--- src/rtl/des_byte_packer_if.sv ---
// Byte-packer bus bundle: upstream byte stream, key/clear controls and the
// block/key outputs that feed DES_Enc.
//   master : byte source / controller (drives din*, key_in, key_load, clr)
//   slave  : des_byte_packer (drives din_ready, plain*, key, blk_cnt, busy, key_err)
interface des_byte_packer_if #(
  parameter int unsigned CNT_W = 32
) ();
  logic [7:0]       din;
  logic             din_valid;
  logic             din_last;
  logic             din_ready;
  logic [63:0]      key_in;
  logic             key_load;
  logic             clr;
  logic [63:0]      plain;
  logic             plain_en;
  logic [63:0]      key;
  logic [CNT_W-1:0] blk_cnt;
  logic             busy;
  logic             key_err;

  modport master (
    output din, din_valid, din_last, key_in, key_load, clr,
    input  din_ready, plain, plain_en, key, blk_cnt, busy, key_err
  );

  modport slave (
    input  din, din_valid, din_last, key_in, key_load, clr,
    output din_ready, plain, plain_en, key, blk_cnt, busy, key_err
  );
endinterface

--- src/rtl/des_byte_packer.sv ---
// Packs a framed byte stream into big-endian 64-bit blocks for DES_Enc.
// The first byte of a block lands in plain[63:56]. A short final block is
// filled with PAD_BYTE, or with PKCS#5 padding when DES_PACK_PKCS5_PAD_EN is
// defined; in that build a message ending exactly on a block boundary is
// followed by one extra 0x08 block (PAD state, din_ready low).
// Ports:
//   clk    : clock
//   rstn   : asynchronous active-low reset
//   bus_io : des_byte_packer_if.slave (byte input, key control, block output,
//            blk_cnt saturating block counter, busy, sticky key_err)
module des_byte_packer #(
  parameter logic [7:0]  PAD_BYTE = 8'h00,
  parameter int unsigned CNT_W    = 32
) (
  input logic                clk,
  input logic                rstn,
  des_byte_packer_if.slave   bus_io
);

`ifdef DES_PACK_PKCS5_PAD_EN
  typedef enum logic [1:0] {StIdle, StFill, StPad} state_e;
`else
  typedef enum logic {StIdle, StFill} state_e;
`endif

  state_e           state_q, state_d;
  logic [2:0]       idx_q, idx_d;
  logic [63:0]      sr_q, sr_d;
  logic [63:0]      plain_q, plain_d;
  logic             plain_en_q, plain_en_d;
  logic [63:0]      key_q, key_d;
  logic [CNT_W-1:0] blk_cnt_q, blk_cnt_d;
  logic             key_err_q, key_err_d;

  logic        din_ready;
  logic        accept;
  logic [63:0] data;
  logic [63:0] block;
  logic [7:0]  fill;

`ifdef DES_PACK_PKCS5_PAD_EN
  assign din_ready = (state_q != StPad);
  assign fill      = {5'b0, ~idx_q};  // 8-n with n = idx+1
`else
  assign din_ready = 1'b1;
  assign fill      = PAD_BYTE;
`endif

  assign accept = bus_io.din_valid && din_ready;
  assign data   = {sr_q[55:0], bus_io.din};

  // Left-align the n = idx+1 held bytes, then fill the 7-idx low bytes.
  always_comb begin
    block = data << {~idx_q, 3'b000};
    for (int b = 0; b < 8; b++) begin
      if (3'(b) < ~idx_q) block[8*b +: 8] = fill;
    end
  end

  always_comb begin
    state_d    = state_q;
    idx_d      = idx_q;
    sr_d       = sr_q;
    plain_d    = plain_q;
    plain_en_d = 1'b0;
    key_d      = key_q;
    key_err_d  = key_err_q;
    blk_cnt_d  = blk_cnt_q;

`ifdef DES_PACK_PKCS5_PAD_EN
    if (state_q == StPad) begin
      plain_d    = {8{8'h08}};
      plain_en_d = 1'b1;
      state_d    = StIdle;
    end else
`endif
    if (accept) begin
      if (bus_io.din_last || idx_q == 3'd7) begin
        plain_d    = block;
        plain_en_d = 1'b1;
        idx_d      = 3'd0;
        if (!bus_io.din_last) begin
          state_d = StFill;
`ifdef DES_PACK_PKCS5_PAD_EN
        end else if (idx_q == 3'd7) begin
          state_d = StPad;
`endif
        end else begin
          state_d = StIdle;
        end
      end else begin
        sr_d    = data;
        idx_d   = idx_q + 3'd1;
        state_d = StFill;
      end
    end

    // Key only changes between messages; a load attempt mid-message is flagged.
    if (bus_io.key_load) begin
      if (state_q == StIdle) key_d = bus_io.key_in;
      else                   key_err_d = 1'b1;
    end

    if (plain_en_d && (blk_cnt_q != {CNT_W{1'b1}})) blk_cnt_d = blk_cnt_q + CNT_W'(1);

    if (bus_io.clr) begin
      blk_cnt_d = '0;
      key_err_d = 1'b0;
    end
  end

  always_ff @(posedge clk or negedge rstn) begin
    if (!rstn) begin
      state_q    <= StIdle;
      idx_q      <= 3'd0;
      sr_q       <= '0;
      plain_q    <= '0;
      plain_en_q <= 1'b0;
      key_q      <= '0;
      blk_cnt_q  <= '0;
      key_err_q  <= 1'b0;
    end else begin
      state_q    <= state_d;
      idx_q      <= idx_d;
      sr_q       <= sr_d;
      plain_q    <= plain_d;
      plain_en_q <= plain_en_d;
      key_q      <= key_d;
      blk_cnt_q  <= blk_cnt_d;
      key_err_q  <= key_err_d;
    end
  end

  assign bus_io.din_ready = din_ready;
  assign bus_io.plain     = plain_q;
  assign bus_io.plain_en  = plain_en_q;
  assign bus_io.key       = key_q;
  assign bus_io.blk_cnt   = blk_cnt_q;
  assign bus_io.busy      = (state_q != StIdle);
  assign bus_io.key_err   = key_err_q;

endmodule
--- src/flat_wrapper.sv ---
// flat-port wrapper written by rule: the top's interface ports become plain ports
module des_byte_packer_flat 
#(
  parameter logic [7:0]  PAD_BYTE = 8'h00,
  parameter int unsigned CNT_W    = 32
)
  (clk, rstn, bus_io_din, bus_io_din_valid, bus_io_din_last, bus_io_key_in, bus_io_key_load, bus_io_clr, bus_io_din_ready, bus_io_plain, bus_io_plain_en, bus_io_key, bus_io_blk_cnt, bus_io_busy, bus_io_key_err);
  des_byte_packer_if #(.CNT_W(CNT_W)) bus_io_i ();
  input logic clk;
  input logic rstn;
  input wire logic [$bits(bus_io_i.din)-1:0] bus_io_din;
  input wire logic [$bits(bus_io_i.din_valid)-1:0] bus_io_din_valid;
  input wire logic [$bits(bus_io_i.din_last)-1:0] bus_io_din_last;
  input wire logic [$bits(bus_io_i.key_in)-1:0] bus_io_key_in;
  input wire logic [$bits(bus_io_i.key_load)-1:0] bus_io_key_load;
  input wire logic [$bits(bus_io_i.clr)-1:0] bus_io_clr;
  output wire logic [$bits(bus_io_i.din_ready)-1:0] bus_io_din_ready;
  output wire logic [$bits(bus_io_i.plain)-1:0] bus_io_plain;
  output wire logic [$bits(bus_io_i.plain_en)-1:0] bus_io_plain_en;
  output wire logic [$bits(bus_io_i.key)-1:0] bus_io_key;
  output wire logic [$bits(bus_io_i.blk_cnt)-1:0] bus_io_blk_cnt;
  output wire logic [$bits(bus_io_i.busy)-1:0] bus_io_busy;
  output wire logic [$bits(bus_io_i.key_err)-1:0] bus_io_key_err;
  assign bus_io_i.din = bus_io_din;
  assign bus_io_i.din_valid = bus_io_din_valid;
  assign bus_io_i.din_last = bus_io_din_last;
  assign bus_io_i.key_in = bus_io_key_in;
  assign bus_io_i.key_load = bus_io_key_load;
  assign bus_io_i.clr = bus_io_clr;
  assign bus_io_din_ready = bus_io_i.din_ready;
  assign bus_io_plain = bus_io_i.plain;
  assign bus_io_plain_en = bus_io_i.plain_en;
  assign bus_io_key = bus_io_i.key;
  assign bus_io_blk_cnt = bus_io_i.blk_cnt;
  assign bus_io_busy = bus_io_i.busy;
  assign bus_io_key_err = bus_io_i.key_err;
  des_byte_packer #(.PAD_BYTE(PAD_BYTE), .CNT_W(CNT_W)) u_core (.clk(clk), .rstn(rstn), .bus_io(bus_io_i));
endmodule
--- config.mk ---
export PLATFORM = sky130hd
export DESIGN_NAME = des_byte_packer_flat
export DESIGN_NICKNAME = d
export VERILOG_FILES = /design/src/rtl/des_byte_packer_if.sv /design/src/rtl/des_byte_packer.sv /design/src/flat_wrapper.sv
export SDC_FILE = /design/constraint.sdc
export NUM_CORES = 1
export LEC_CHECK = 0
export ABC_AREA = 1
export CORE_MARGIN = 3
export CORE_UTILIZATION = 54
export CTS_CLUSTER_SIZE = 30
export DETAILED_ROUTE_END_ITERATION = 12
export PLACE_DENSITY = 0.9
export SKIP_LAST_GASP = 1
export SLEW_MARGIN = 20
export SYNTH_ARGS = -nofsm -noshare
export SYNTH_HDL_FRONTEND = slang
export SYNTH_SLANG_ARGS = --single-unit
--- constraint.sdc ---
create_clock -name clk -period 5.45 [get_ports clk]
set_clock_uncertainty 0.15 [all_clocks]
set_input_delay 1.09 -clock clk [delete_from_list [all_inputs] [get_ports clk]]
set_output_delay 1.09 -clock clk [all_outputs]
set_load 0.005 [all_outputs]
======== Word level (Yosys, flattened, before mapping) ========
Cells that the tools add are included.
Widths: inputs -> output; s select.
storage, ports and cells
  word-level logic and storage cells ...... 51
  memory bits (writable) .................. 0
  bits in read-only memories .............. 0
  register bits ........................... 222
  memories kept ........................... 0
  output and inout bits ................... 164
  bits in latches ......................... 0
cells by class
  shifts and indexed selects .............. 1
  multiplexer cells ....................... 18
  bitwise logic cells ..................... 3
  equal/unequal tests ..................... 2
  reductions and logical operators ........ 9
  $mul .................................... 0
  $lt $le $gt $ge ......................... 8
  add/subtract/negate cells ............... 2
  div/mod/pow operators ................... 0
operators with widths
  cell                   number
  $mux 32                2
  $mux 8                 8
  $shl 64x6->64          1
  $add 32x1->32 const B  1
  $ne 32x32->1 const B   1
  $lt 3x3->1 const A     4
  $reduce_and 2->1       4
  $mux 1                 7
  $lt 1x3->1 const A     2
  $lt 2x3->1 const A     2
  $reduce_bool 2->1      3
  $add 3x1->3 const B    1
  $eq 3x3->1 const B     1
  $mux 3                 1
  $not 3->3              1
  $not 1->1              2
  $logic_and 1x1->1      1
  $logic_or 1x1->1       1

======== Logic depth before layout (Yosys ltp) ========
  depth in word-level cells ............... 7
  depth in mapped cells ................... 12
  mapped depth without buffers ............ 11

======== Worst setup path after synthesis ========
Ideal clock, no wire load.
  path type ............................... in2reg
  start ................................... input bus_io_din_valid
  end ..................................... register u_core.sr_q[22]
  path buffers ............................ 3
  data arrival time ....................... 1980 ps
  setup slack ............................. 3188 ps
  stages on the path ...................... 5
  cell sequence ........................... buf_2 > nand2_1 > clkbuf_1 > clkbuf_1 > a21oi_1
on the way
  longest elaborated chain between the ends .. 1
ends and longest elaborated chain
  what                               RTL line                text
  start: declaration                 flat_wrapper.sv:12      input wire logic [$bits(bus_io_i.din_valid)-1:0] bus_io_din_valid;
  $reduce_and 2->1 (no source line)  --
  end signal: assignment             des_byte_packer.sv:125  sr_q <= sr_d;
  end: declaration                   des_byte_packer.sv:28   logic [63:0] sr_q, sr_d;
No other way between the ends.
A chain may end at the register's enable or synchronous reset.

======== Worst setup path in the final report ========
  start ................................... input bus_io_clr
  end ..................................... register u_core.blk_cnt_q[1] (netlist: u_core.bus_io.blk_cnt[1])
on the way
  longest elaborated chain between the ends .. 1
  elaborated cells between the ends (all ways) .. 2
  those cells by class .................... mux: 1; reduce/logical: 1
ends and longest elaborated chain
  what                                          RTL line                text
  start: declaration                            flat_wrapper.sv:16      input wire logic [$bits(bus_io_i.clr)-1:0] bus_io_clr;
  $mux 32 or $reduce_bool 2->1 (tied branches)  --
  end signal: assignment                        des_byte_packer.sv:129  blk_cnt_q <= blk_cnt_d;
  end: declaration                              des_byte_packer.sv:32   logic [CNT_W-1:0] blk_cnt_q, blk_cnt_d;
Parallel ways exist; a longest one is shown, timed or not.

==> flow_summary.toml <==
[timing]
layout_min_cycle_time_ps = 3207
finalHoldViolCount = 0
worst-slew-pin-transition_ps = 1015
setup_viol = 0
finalSetupTns_ps = 0
setup_repair_after_global_routing_missed_its_margin = "no"
min_period_over_period = 0.5884
hold-worst-slack_ps = 329.3
slew_viol_final = 0
fmax_mhz = 311.8
slew-limit-headroom = 0.3212

[clocking]
worst_skew_pair.late_latency_ps = 520
clk_pin_slew_ps = 60
clock_sink_count = 222
cts_max_path_buffers = 3
cts_root_buffer = "sky130_fd_sc_hd__clkbuf_16"
cts-buffers-inserted = 23
ctsHtreeMaxLevel = 1
post_cts_setup_buffer_count = 0
cts_resized = 0
tritoncts = "done"
hold_buffers = 0

[global_route]
pin_count_of_the_biggest_net_entering_global_routing = 121
globalRouteTotalUtil = 0.2991
first_pass_grt_wire_length_mm = 51.44
grt_remaining_overflow = 0
antenna_violations_before_repair = 0
grt_pass1_vias = 9427

[detailed_routing]
avgRoutedWirePerCell_um = 18.97
avgViaCountPerCell = 5.697
drc_errors = 0
firstDrtPassIters = 9
routed_wirelength_mm = 32.65
routed-via-count = 9804
initialDrtViolationCount = 1063
postRouteAntennaNets = 0

[outcome]
run_status = "complete, no violations"

[pwr]
cellPowerDensity_nw_per_um2 = 337.2
total_switching_power_mw = 1.295
totalPowerFinal_mw = 4.641
cell_internal_pwr_mw = 3.347
total_leakage_power_nw = 6.117
vdd_ir_drop_max_v = 0.0001736
flop_pwr_share = 0.439
comb_power_share = 0.208
power.share.switching = 0.2789
p_clk_frac = 0.353

[place]
io_buffers = 240
detailedPlacementHpwl_mm = 22.45
gp_weighted_congestion = 0.9488
place_area_um2 = 12980

[logic_synthesis]
synthesis.nets = 1315
netlist_area_um2 = 10470
synth_area_per_cell_um2 = 8.485
postSynthRegisterBits = 222
synth_flop_cell = "sky130_fd_sc_hd__dfrtp_1"
yosysWarnings = 0
netlist-cell-type-count = 37
fraction_of_registers_with_async_set_or_reset_after_synthesis = 1.000
synth_cells = 1234
synth_sequential_area_ratio = 0.5306
post_synth_edffs = 0

[final_layout]
final_design_area_excluding_fillers_um2 = 13760
layout-drive-gt1-share = 0.08898
postLayoutCoreUtil = 0.7285
layout-area-overhead-vs-synth_pct = 31.47
number_of_nets_in_the_final_layout = 1525
insertedDiodeCount = 0

[worst_hold_path]
timing.hold.worst.start = "u_core.sr_q[50]"
classification_of_the_worst_slack_hold_path = "register to register"

[die]
die_width_um = 145.2
floorplan.die.height_um = 145.2
design.die.area_um2 = 21100
io_pins = 242
initial_core_util = 0.5542
rows = 50
core_area_um2 = 18890

[setup_path]
timing.critical_path.from_type = "input port"
critical_path_required_ps = 5690
path_max_fanout = 26
critical_path.reg2reg.startpoint = "u_core.idx_q[1]"
timing.critical_path.to_type = "register"
critical_path.startpoint = "bus_io_clr"
critical_path_class = "input port to register"
critPathArrivalTime_ps = 3450

[flow_run]
cap_viol_max_count = 0
==> path summary, 6_finish.rpt <==
path,end,slack [ps],depth (start not counted)
worst max register to register,u_core.bus_io.plain[55],2280,6
max in group asynchronous,u_core.bus_io.key[3],3460,2
min in group asynchronous,u_core.sr_q[26],480,1
worst max-delay path,u_core.bus_io.blk_cnt[1],2240,6
worst min register to register,u_core.sr_q[50],330,2
worst min-delay path,u_core.sr_q[50],330,2
==> cells in the mapped netlist (4+ instances only) <==
master | instances | area, um2
sky130_fd_sc_hd__inv_1 | 90 | 337.8
sky130_fd_sc_hd__nor2_1 | 108 | 405.4
sky130_fd_sc_hd__o22ai_1 | 4 | 25.02
sky130_fd_sc_hd__nand2_1 | 354 | 1329
sky130_fd_sc_hd__a21oi_1 | 52 | 260.3
sky130_fd_sc_hd__buf_6 | 4 | 45.04
sky130_fd_sc_hd__mux2_2 | 64 | 720.7
sky130_fd_sc_hd__o21ai_0 | 185 | 925.9
sky130_fd_sc_hd__nand2_2 | 4 | 25.02
sky130_fd_sc_hd__buf_1 | 6 | 22.52
sky130_fd_sc_hd__clkbuf_1 | 30 | 112.6
sky130_fd_sc_hd__buf_2 | 21 | 105.1
sky130_fd_sc_hd__dfrtp_1 | 222 | 5555
sky130_fd_sc_hd__nand3_1 | 36 | 180.2
sky130_fd_sc_hd__o21ai_1 | 9 | 45.04
sky130_fd_sc_hd__nand4_1 | 9 | 56.30
sky130_fd_sc_hd__o221ai_1 | 5 | 43.79
==> power groups by stage <==
| stage | logic, mW | clock network (mW) | registers [mW] |
|---|---|---|---|
| floorplan | 0.420 | 0 | 2.03 |
| global placement | 0.916 | 0 | 2.04 |
| detailed placement | 0.951 | 0 | 2.06 |
| CTS | 0.963 | 1.64 | 2.04 |
| global route | 1.05 | 1.71 | 2.06 |
| finish | 0.965 | 1.64 | 2.04 |
==> cell families after synthesis <==
logic type / after synthesis / share of synthesized area
AOI/OAI and AO/OA: 262 / 0.1300
xor gates and xnor gates: 3 / 0.002510
adders and majority gates: 3 / 0.003585
buffers and inverters: 157 / 0.06286
DFF: 222 / 0.5306
muxes: 65 / 0.06979
other: 1 / 0.0003582
and+or+nand+nor: 521 / 0.2003
==> per-layer routing <==
layer,GRT usage,vias to the layer above,part of all wire
met1,0.3564,4649,0.36
met4,0.1334,0,0.050
met3,0.04966,115,0.078
met5,0,-,0
li1,-,4436,-
met2,0.5326,604,0.51
==> flip-flops by register name, indices dropped and copies added, names as in the netlist <==
signal and cells:
u_core.sr_q 56, u_core.bus_io.busy 1, u_core.bus_io.plain 64, u_core.bus_io.key_err 1, u_core.idx_q 3, u_core.bus_io.plain_en 1, u_core.bus_io.blk_cnt 32, u_core.bus_io.key 64
==> worst max-delay path, cell delays in order <==
cell and delay, ps:
sky130_fd_sc_hd__clkdlybuf4s50_1 860, sky130_fd_sc_hd__inv_1 540, sky130_fd_sc_hd__nand2_4 440, sky130_fd_sc_hd__clkinv_4 260
sky130_fd_sc_hd__nand2_1 130, sky130_fd_sc_hd__nand2_1 90
==> layout make-up <==
| type | count | area, um2 |
|---|---|---|
| Clock buffer | 36 | 704.4 |
| Clock inverter | 6 | 83.83 |
| Fill cell | 1310 | 5129 |
| Inverter | 94 | 357.8 |
| Multi-Input combinational cell | 855 | 4269 |
| Sequential cell | 222 | 5557 |
| Tap cell | 260 | 325.3 |
| Timing Repair Buffer | 248 | 2467 |
==> per-stage QoR <==
stage               cells  setup WS (ps)
CTS                  1721           2370
global route         1721           2061
detailed placement   1679           1914
floorplan            1234           3188
global placement     1679           2013
finish               1721           2243
==> placed cells by master (no fill, tap or decap), types with 3 or more instances in the layout <==
master                              n
sky130_fd_sc_hd__nand4_1            9
sky130_fd_sc_hd__clkbuf_1           5
sky130_fd_sc_hd__nand2_2            6
sky130_fd_sc_hd__inv_1             90
sky130_fd_sc_hd__nand2_1          352
sky130_fd_sc_hd__o22ai_1            4
sky130_fd_sc_hd__mux2_2            64
sky130_fd_sc_hd__o221ai_1           5
sky130_fd_sc_hd__nor2_4             3
sky130_fd_sc_hd__o21ai_0          185
sky130_fd_sc_hd__clkinv_2           3
sky130_fd_sc_hd__clkdlybuf4s50_1  239
sky130_fd_sc_hd__ha_1               3
sky130_fd_sc_hd__clkbuf_8           8
sky130_fd_sc_hd__a21oi_1           52
sky130_fd_sc_hd__o21ai_1            9
sky130_fd_sc_hd__nor2_1           108
sky130_fd_sc_hd__buf_4              8
sky130_fd_sc_hd__a32o_1             3
sky130_fd_sc_hd__clkbuf_16         23
sky130_fd_sc_hd__nand3_1           36
sky130_fd_sc_hd__dfrtp_1          221
(Power assumes the default switching activity.)
